[config.mk]
export PLATFORM = sky130hd
export DESIGN_NAME = bpb_update_ctrl_flat
export DESIGN_NICKNAME = d
export VERILOG_FILES = /design/src/rtl/bpb_update_ctrl_if.sv /design/src/rtl/bpb_update_ctrl.sv /design/src/flat_wrapper.sv
export SDC_FILE = /design/constraint.sdc
export NUM_CORES = 1
export LEC_CHECK = 0
export CAP_MARGIN = 40
export CORE_MARGIN = 2
export CORE_UTILIZATION = 38
export DETAILED_ROUTE_END_ITERATION = 16
export GPL_TIMING_DRIVEN = 1
export PLACE_DENSITY = 0.86
export SLEW_MARGIN = 20
export SYNTH_ARGS = -nofsm -noshare
export SYNTH_HDL_FRONTEND = slang
export SYNTH_SLANG_ARGS = --single-unit
[constraint.sdc]
create_clock -name CLK -period 4.4 [get_ports CLK]
set_input_delay 0.66 -clock CLK [delete_from_list [all_inputs] [get_ports CLK]]
set_output_delay 0.66 -clock CLK [all_outputs]
set_load 0.05 [all_outputs]
[src/rtl/bpb_update_ctrl_if.sv]
// Write port of the 2-bit branch prediction buffer.
// master drives the port, slave is the buffer.
interface bpb_update_ctrl_if #(
  parameter int IDX_W = 4
);
  logic             bpb_we;
  logic [IDX_W-1:0] bpb_waddr;
  logic [1:0]       bpb_wdata;

  modport master (
    output bpb_we,
    output bpb_waddr,
    output bpb_wdata
  );

  modport slave (
    input bpb_we,
    input bpb_waddr,
    input bpb_wdata
  );
endinterface

[src/rtl/bpb_update_ctrl.sv]
// BPB write-side controller: counter update, mispredict, clear sweep.
// Optional statistics counters enabled by defining BPB_STATS_EN.
module bpb_update_ctrl #(
  parameter int         IDX_W      = 4,
  parameter logic [1:0] INIT_STATE = 2'b01,
  parameter int         STAT_W     = 16
) (
  input  logic              CLK,
  input  logic              RST,
  input  logic              id_branch,
  input  logic [IDX_W-1:0]  id_index,
  input  logic [1:0]        id_pred_state,
  input  logic              id_taken,
  input  logic              clear_req,
  bpb_update_ctrl_if.master wr,
  output logic              mispredict,
  output logic              clear_busy,
  output logic              clear_done,
  output logic [STAT_W-1:0] stat_branches,
  output logic [STAT_W-1:0] stat_mispred
);

  typedef enum logic {
    IDLE  = 1'b0,
    SWEEP = 1'b1
  } state_t;

  localparam logic [IDX_W-1:0] LAST = '1;

  state_t           state, state_n;
  logic [IDX_W-1:0] ptr, ptr_n;
  logic             done_n;
  logic [1:0]       ns;
  logic             wrong;
  logic             hit;

  assign wrong = id_branch & (id_pred_state[1] != id_taken);
  assign hit   = id_branch & (id_index < ptr);

  // Saturating 2-bit counter step toward the resolved outcome
  always_comb begin
    ns = id_pred_state;
    if (id_taken) begin
      if (id_pred_state != 2'b11)
        ns = id_pred_state + 2'd1;
    end else if (id_pred_state != 2'b00) begin
      ns = id_pred_state - 2'd1;
    end
  end

  // State, sweep pointer and registered pulses
  always_ff @(posedge CLK) begin
    if (RST) begin
      state      <= IDLE;
      ptr        <= '0;
      mispredict <= 1'b0;
      clear_done <= 1'b0;
    end else begin
      state      <= state_n;
      ptr        <= ptr_n;
      mispredict <= wrong;
      clear_done <= done_n;
    end
  end

  // Next state and write-port arbitration
  always_comb begin
    state_n      = state;
    ptr_n        = ptr;
    done_n       = 1'b0;
    clear_busy   = 1'b0;
    wr.bpb_we    = 1'b0;
    wr.bpb_waddr = '0;
    wr.bpb_wdata = 2'b00;
    unique case (state)
      IDLE: begin
        wr.bpb_we = id_branch;
        if (id_branch) begin
          wr.bpb_waddr = id_index;
          wr.bpb_wdata = ns;
        end
        if (clear_req) begin
          state_n = SWEEP;
          ptr_n   = '0;
        end
      end
      SWEEP: begin
        clear_busy = 1'b1;
        wr.bpb_we  = 1'b1;
        if (hit) begin
          wr.bpb_waddr = id_index;
          wr.bpb_wdata = ns;
        end else begin
          wr.bpb_waddr = ptr;
          wr.bpb_wdata = INIT_STATE;
          ptr_n        = ptr + IDX_W'(1);
          if (ptr == LAST) begin
            state_n = IDLE;
            done_n  = 1'b1;
          end
        end
      end
    endcase
  end

`ifdef BPB_STATS_EN
  logic [STAT_W-1:0] nb_q, nm_q;

  // Saturating branch / mispredict counters, cleared only by reset
  always_ff @(posedge CLK) begin
    if (RST) begin
      nb_q <= '0;
      nm_q <= '0;
    end else begin
      if (id_branch && nb_q != '1)
        nb_q <= nb_q + STAT_W'(1);
      if (wrong && nm_q != '1)
        nm_q <= nm_q + STAT_W'(1);
    end
  end

  assign stat_branches = nb_q;
  assign stat_mispred  = nm_q;
`else
  assign stat_branches = '0;
  assign stat_mispred  = '0;
`endif

endmodule

[src/flat_wrapper.sv]
// flat-port wrapper written by rule: the top's interface ports become plain ports
module bpb_update_ctrl_flat 
#(
  parameter int         IDX_W      = 4,
  parameter logic [1:0] INIT_STATE = 2'b01,
  parameter int         STAT_W     = 16
)
  (CLK, RST, id_branch, id_index, id_pred_state, id_taken, clear_req, mispredict, clear_busy, clear_done, stat_branches, stat_mispred, wr_bpb_we, wr_bpb_waddr, wr_bpb_wdata);
  bpb_update_ctrl_if #(.IDX_W(IDX_W)) wr_i ();
  input  logic CLK;
  input  logic RST;
  input  logic id_branch;
  input  logic [IDX_W-1:0] id_index;
  input  logic [1:0] id_pred_state;
  input  logic id_taken;
  input  logic clear_req;
  output logic mispredict;
  output logic clear_busy;
  output logic clear_done;
  output logic [STAT_W-1:0] stat_branches;
  output logic [STAT_W-1:0] stat_mispred;
  output wire logic [$bits(wr_i.bpb_we)-1:0] wr_bpb_we;
  output wire logic [$bits(wr_i.bpb_waddr)-1:0] wr_bpb_waddr;
  output wire logic [$bits(wr_i.bpb_wdata)-1:0] wr_bpb_wdata;
  assign wr_bpb_we = wr_i.bpb_we;
  assign wr_bpb_waddr = wr_i.bpb_waddr;
  assign wr_bpb_wdata = wr_i.bpb_wdata;
  bpb_update_ctrl #(.IDX_W(IDX_W), .INIT_STATE(INIT_STATE), .STAT_W(STAT_W)) u_core (.CLK(CLK), .RST(RST), .id_branch(id_branch), .id_index(id_index), .id_pred_state(id_pred_state), .id_taken(id_taken), .clear_req(clear_req), .wr(wr_i), .mispredict(mispredict), .clear_busy(clear_busy), .clear_done(clear_done), .stat_branches(stat_branches), .stat_mispred(stat_mispred));
endmodule
* Word-level counts from Yosys, hierarchy flattened
Index checks and enable logic that the tools add are counted.
** Word-level totals
- Register bits :: 7
- Input port bits :: 11
- Output and inout port bits :: 42
- Word-level logic and storage cells :: 38
** Operators by class
- Add/subtract/negate cells :: 3
- Order comparisons :: 1
- Equal/unequal tests :: 5
- Mux-type cells :: 19
- Bitwise operators :: 3
- Reduce and logical (&&, ||, !) cells :: 3
** Operators with widths (number)
- $mux W4 :: 4
- $pmux W4 S2 :: 2
- $mux W2 :: 5
- $ne A2 B2 Y1 const B :: 3
- $mux W1 :: 5
- $add A4 B1 Y4 const B :: 1
- $eq A4 B4 Y1 const B :: 1
- $lt A4 B4 Y1 :: 1
- $pmux W1 S2 :: 2
- $pmux W2 S2 :: 1
- $reduce_or A3 Y1 :: 1
- $add A2 B1 Y2 const B :: 1
- $and A1 B1 Y1 :: 2
- $reduce_and A2 Y1 :: 1
- $reduce_bool A2 Y1 :: 1
- $sub A2 B1 Y2 const B :: 1
- $ne A1 B1 Y1 :: 1
- $not A1 Y1 :: 1

* Longest topological paths before layout
Gate-level depths: netlist of run 1.
- Word-level depth :: 5
- Mapped depth :: 6
- Gate-level depth less buffers :: 6

* Worst setup path after synthesis of run 1
Ideal clock, no wire load.
- Path type :: register to output
- Start :: register u_core.state
- End :: output wr_bpb_waddr[1]
- Data arrival time :: 2.499 ns
- Required time :: 3.740 ns
- Path slack :: 1.241 ns
- Cell stages (with the launch flop) :: 6
- Buffers on the path :: 2
- Cells stage by stage :: dfxtp_1 -> buf_2 -> or2_2 -> clkbuf_1 -> nand2_1 -> mux2i_1
** Between the ends
- Word-level cells in the longest chain between the ends :: 2
** RTL lines
- from (decl) :: line bpb_update_ctrl.sv:30 : state_t state, state_n;
- from (signal assigned) :: line bpb_update_ctrl.sv:59 : state <= state_n;
- $not A1 Y1 :: line bpb_update_ctrl.sv:75 : unique case (state)
- $pmux W4 S2 * :: line bpb_update_ctrl.sv:75
- to (decl) :: line flat_wrapper.sv:23 : output wire logic [$bits(wr_i.bpb_waddr)-1:0] wr_bpb_waddr;
Mark *: on every way between the ends. The rest lies on a longest branch, timed or not.

* Final worst setup path of run 1
- Start :: input id_index[1]
- End :: output wr_bpb_waddr[0]
** Between the ends
- Word-level cells in the longest chain between the ends :: 4
** RTL lines
- from (decl) :: line flat_wrapper.sv:13 : input logic [IDX_W-1:0] id_index;
- $lt A4 B4 Y1 :: line bpb_update_ctrl.sv:38 : assign hit = id_branch & (id_index < ptr);
- $and A1 B1 Y1 :: line bpb_update_ctrl.sv:38
- $mux W4 :: line bpb_update_ctrl.sv:90 : if (hit) begin
- $pmux W4 S2 :: line bpb_update_ctrl.sv:75
Every way passes these cells.

==> flow_summary_export.csv, run 1 <==
group,metric,value,unit
die,floorplan.die.height,49.1,um
power_and_ir_drop,irDropWorstVdd,0.173,mV
timing,slew_viol_final,0,
global_routing,groute.layer.met1.usage,14.6,%
setup_path,crit-reg2reg-launch,"u_core.ptr[2]$_SDFFE_PP0P_",
clock_network,tritoncts.num_buffers,3,
finish,finish.net_count,130,
yosys,synth_top_area_share,31.1,%
placement,placement.io_buffers,20,
die,floorplan.initialDensity,39.8,%
timing,report.final.hold_viol_count,0,
finish,mostFrequentLayoutCells,"32 x conb_1, 20 x clkdlybuf4s50_1, 10 x nand2_1",
clock_network,cts-root-to-sink-buffers,2,
setup_path,cp_data_arrival_time,3190,ps
routing,vias_per_instance,4.12,
timing,max_freq,0.260,GHz
routing,postRouteWirelength,1390,um
finish,share_of_layout_cells_above_drive_strength_1,13.2,%
clock_network,hold_buffers,0,
setup_path,required,3740,ps
clock_network,worst_setup_hold_path_clk_slew,50,ps
yosys,ys_warn_count,0,
timing,period_minus_slack,3850,ps
finish,final-instance-count-excl-fill,141,
routing,routed-via-count,581,
power_and_ir_drop,cellPowerDensity,293,nW/um2
finish,fillCellCount,204,
worst_hold_path,hold_path_start,"u_core.ptr[3]$_SDFFE_PP0P_",
finish,most_common_cell_after_layout_fill_and_taps_aside,"conb_1",
die,core.rowCount,16,
yosys,synth-async-reset-ratio,0,%
clock_network,clk_lat_worst_skew,250,ps
routing,drc_errors,0,
global_routing,grt_pass1_vias,541,
global_routing,globalRouteTotalUtil,12.7,%
finish,antenna_cells_inserted,0,
die,die_footprint,2410,um2
timing,fin_skew,1.40,ps
global_routing,grt.met3_usage,4.60,%
timing,slew-limit-headroom,66.5,%
global_routing,globalRoute.totalOverflow,0,
worst_hold_path,min_delay_worst_type,"reg2reg",
die,io-pin-count,53,
setup_path,worstSetupStartpointType,"input pin",
placement,routability_congestion_estimate_from_global_placement,0.744,
global_routing,most_crowded_layer_gr,"met2",
setup_path,end_kind,"primary output",
clock_network,cts_htree_levels,1,
yosys,cell_count_after_synthesis,94,
routing,first_iter_violations,1,
clock_network,cts_resized,0,
setup_path,worst_setup_path_startpoint,"id_index[1]",
clock_network,cts_tree,"done",
setup_path,worstSetupPathType,"in2out",
yosys,yosysUniqueCellTypes,32,
placement,placed_cell_area,870,um2
yosys,seq_area_frac_synth,18.2,%
flow_run,maxCapViolCount,0,
timing,setup-violations-final,0,
setup_path,critPathMaxFanout,9,
global_routing,grt_max_degree,11,
yosys,post_synth.cell_area_avg,8.21,um2
yosys,yosys-top-cells-area,"buf_4 31%, dfxtp_1 18%, ha_1 6.5%, nand2_1 4.9%, mux2i_1 3.9%",
finish,layout_stage_area_growth_over_the_synthesis_result,16.0,%
timing,final.setup.tns,0,ps
placement,place.detailed.hpwl,1190,um
outcome,outcome,"completed",
global_routing,met2_usage,21.6,%
routing,route.antenna.remaining_nets,0,
timing,final_min_period_over_clock_period,87.6,%
clock_network,clock-root-buffer,"clkbuf_4",
routing,drt_first_pass_iters,4,
yosys,synth_enable_flop_cells,0,
timing,tightestPinTransition,501,ps
yosys,synth_top_area_cell,"buf_4",
routing,wl_per_cell,9.87,um
yosys,synth-seq-cells,7,
yosys,syn-cell-area,772,um2
die,die_w,49.1,um
die,placeableCoreArea,1940,um2
placement,placed_cells,137,
finish,final_cell_area,896,um2
yosys,ys_dominant_reg_cell,"dfxtp_1",
clock_network,numClockSinks,7,
power_and_ir_drop,power.static_leakage,0.000403,uW
clock_network,postCtsSetupRepairBufs,0,
timing,grt_setup_unrepaired,"no",
global_routing,initial_antenna_violation_count,0,
global_routing,wire_length_of_the_first_global_routing_pass,2360,um
## final timing paths
path | end | slack [ps] | depth (start not counted)
worst max register to register | u_core.clear_done$_SDFF_PP0_ | 2570 | 6
worst min-delay path | u_core.ptr[3]$_SDFFE_PP0P_ | 530 | 2
worst min register to register | u_core.ptr[3]$_SDFFE_PP0P_ | 530 | 2
worst max-delay path | wr_bpb_waddr[0] | 550 | 7
## flip-flops by register name, indices dropped and copies added, names as in the netlist
register and flops:
u_core.ptr 4, u_core.mispredict 1, u_core.state 1, u_core.clear_done 1
## through the flow
stage	hold WS (ps)	setup slack (ps)	total power [uW]	util [%]
floorplan	484	1240	200	-
global placement	506	620	203	44.8
detailed placement	515	547	206	44.8
CTS	523	540	265	46.1
global route	572	424	278	46.1
finish	528	547	263	46.1
## cell usage after synthesis, types with 2 or more instances
cell,instances
nand2_1,10
a21o_2,2
clkbuf_1,2
inv_1,5
dfxtp_1,7
ha_1,4
buf_4,32
nor2_1,2
and3_2,2
a31oi_1,2
maj3_1,2
nand4_1,2
mux2i_1,3
## critical path, cell delays in order
cell             delay, ps
clkdlybuf4s50_1        440
ha_1                   300
o211ai_1               190
o2111ai_2              260
nand2_2                270
mux2_2                 370
clkdlybuf4s50_1        700
## area by class of cell
cell class / instances / area, um2 / area share (%)
repair buffers: 20 / 200 / 22.3
multi-input cells: 78 / 477 / 53.2
inverters: 5 / 18.8 / 2.09
flip-flops and latches: 7 / 140 / 15.6
clock buffers: 4 / 26.3 / 2.93
well taps: 27 / 33.8 / 3.77
## cell families after synthesis
family	synth area share [%]
fa+ha+maj	9.08
xor+xnor	1.13
other cells	0.486
mux	7.29
compound gates	12.2
simple gates	16.5
flops	18.2
buf+inv	35.2
## metal layers
layer | share of wire (%) | vias to the layer above
met5 | 0 | -
met4 | 0 | 0
li1 | - | 290
met2 | 52 | 30
met3 | 6.6 | 0
met1 | 41 | 261
## power breakdown
part / internal [uW] / switching, uW
Clock: 34.6 / 23.7
Sequential: 65.8 / 3.68
Combinational: 31.8 / 103
Total: 132 / 131
Power figures use the tool's default switching activity.
==> inputs of run 2 (changes only) <==
Settings changed: CAP_MARGIN 40 to default.
==> results of run 2 <==
Final layout, timing and power as in run 1 (identical DEF).
==> inputs of run 3 (changes only) <==
Settings changed: CAP_MARGIN from default to 25.
==> results of run 3 <==
Final layout, timing and power as in run 1 (identical DEF).
==> variant, RTL diff (settings of run 3) <==
`STAT_W` is set to 16 in 2 places; all go to 32.
--- a/src/rtl/bpb_update_ctrl.sv
+++ b/src/rtl/bpb_update_ctrl.sv
@@ -4,5 +4,5 @@
   parameter int         IDX_W      = 4,
   parameter logic [1:0] INIT_STATE = 2'b01,
-  parameter int         STAT_W     = 16
+  parameter int         STAT_W     = 32
 ) (
   input  logic              CLK,
--- a/src/flat_wrapper.sv
+++ b/src/flat_wrapper.sv
@@ -4,5 +4,5 @@
   parameter int         IDX_W      = 4,
   parameter logic [1:0] INIT_STATE = 2'b01,
-  parameter int         STAT_W     = 16
+  parameter int         STAT_W     = 32
 )
   (CLK, RST, id_branch, id_index, id_pred_state, id_taken, clear_req, mispredict, clear_busy, clear_done, stat_branches, stat_mispred, wr_bpb_we, wr_bpb_waddr, wr_bpb_wdata);
Ports: changed (resized stat_branches and stat_mispred); port bits go from 53 to 85. The function was not compared with the original's and may differ.
==> variant against run 3 <==
Maximum frequency up 0.35%. Power up 22%. Count of clock-buffer cells in the layout unchanged. Utilization down 5.3 points. Synthesized area up 31%. Critical path type unchanged. Wire length up 4.9%. Worst setup slack better by 0.013 ns. Cell area up 14%. Sequential share of layout area down 1.9 points. Critical path depth unchanged. Largest power group unchanged. Register-to-register slack better by 0.02 ns. Sequential cell count unchanged. Combinational power up 43%. Die area up 28%.
==> variant: results (changes against run 3) <==
outcome=finished, final reports clean (unchanged); multi-input combinational area share=58.53% (was 53.21%); main area contributors after synthesis=buf_4 (47%), dfxtp_1 (14%), ha_1 (4.9%) (was buf_4 (31%), dfxtp_1 (18%), ha_1 (6.5%)); register area share after synthesis=13.84% (was 18.15%); clock-cell share of area=2.577% (was 2.933%); total combinational power=0.000193 W (was 0.000135 W); Detail Route met2 WL=665 um (was 725 um); post-synthesis mux area share=5.562% (was 7.293%); Adder-Cell Fraction of Synth Area=6.922% (was 9.076%); leakage power=0.5063 nW (was 0.4026 nW); met2 Track Usage GR=12.24% (was 21.62%); Compound-Gate Fraction of Synth Area=9.271% (was 12.16%); detailed-router iteration count before antenna repair=2 (was 4); sequential share of cell area=13.74% (was 15.64%); final net count=162 (was 130); worst-margin pin slew=0.5036 ns (was 0.5008 ns); Post-Synth XOR/XNOR Area=0.8653% (was 1.135%); GP Congestion=0.8227 (was 0.7435); DR WL met3=207 um (was 92 um); Synth top cells by count=buf_4 (64), nand2_1 (10), dfxtp_1 (7), inv_1 (5), ha_1 (4) (was buf_4 (32), nand2_1 (10), dfxtp_1 (7), inv_1 (5), ha_1 (4)); worst-case clock skew=0.004964 ns (was 0.001404 ns); Reg2Reg Setup Slack=2.59 ns (was 2.57 ns); Global Route Usage Sum=8.362% (was 12.73%); CP arrival=3.18 ns (was 3.19 ns); first-pass GRT wire length=2063 um (was 2359 um); #MultiIn Comb=110 (was 78); FF-to-FF End=u_core.state (was u_core.clear_done); total wire length=1460 um (was 1392 um); Iter 0 DRT Violations=4 (was 1); # fillers=269 (was 204)
==> variant: worst max-delay path: cells and delay by family <==
kind	cells	cell delay, ns
buffers and inverters	2	1.12
adders and majority gates	1	0.30
AOI/OAI and AO/OA	2	0.45
muxes	1	0.36
and+or+nand+nor	1	0.28
==> variant: stage by stage <==
step                      instances  setup slack [ns]  total power (W)  instance area, um2
after global placement          172            0.6071        0.0002627               993.5
final                           176            0.5601        0.0003211                1020
after floorplan                 189             1.241        0.0002816                1249
after detailed placement        172            0.5790        0.0002635               993.5
after CTS                       176            0.5583        0.0003234                1020
after global routing            176            0.4579        0.0003356                1020
==> variant: how the worst min path moves through the flow <==
stage / slack [ns] / cells past startpoint / end
5_1_grt: 0.54 / 2 / u_core.ptr[3]
3_5_place_dp: 0.52 / 2 / u_core.ptr[3]
4_1_cts: 0.52 / 2 / u_core.ptr[3]
3_3_place_gp: 0.51 / 2 / u_core.ptr[3]
6_report: 0.52 / 2 / u_core.ptr[3]
2_1_floorplan: 0.48 / 2 / u_core.ptr[3]
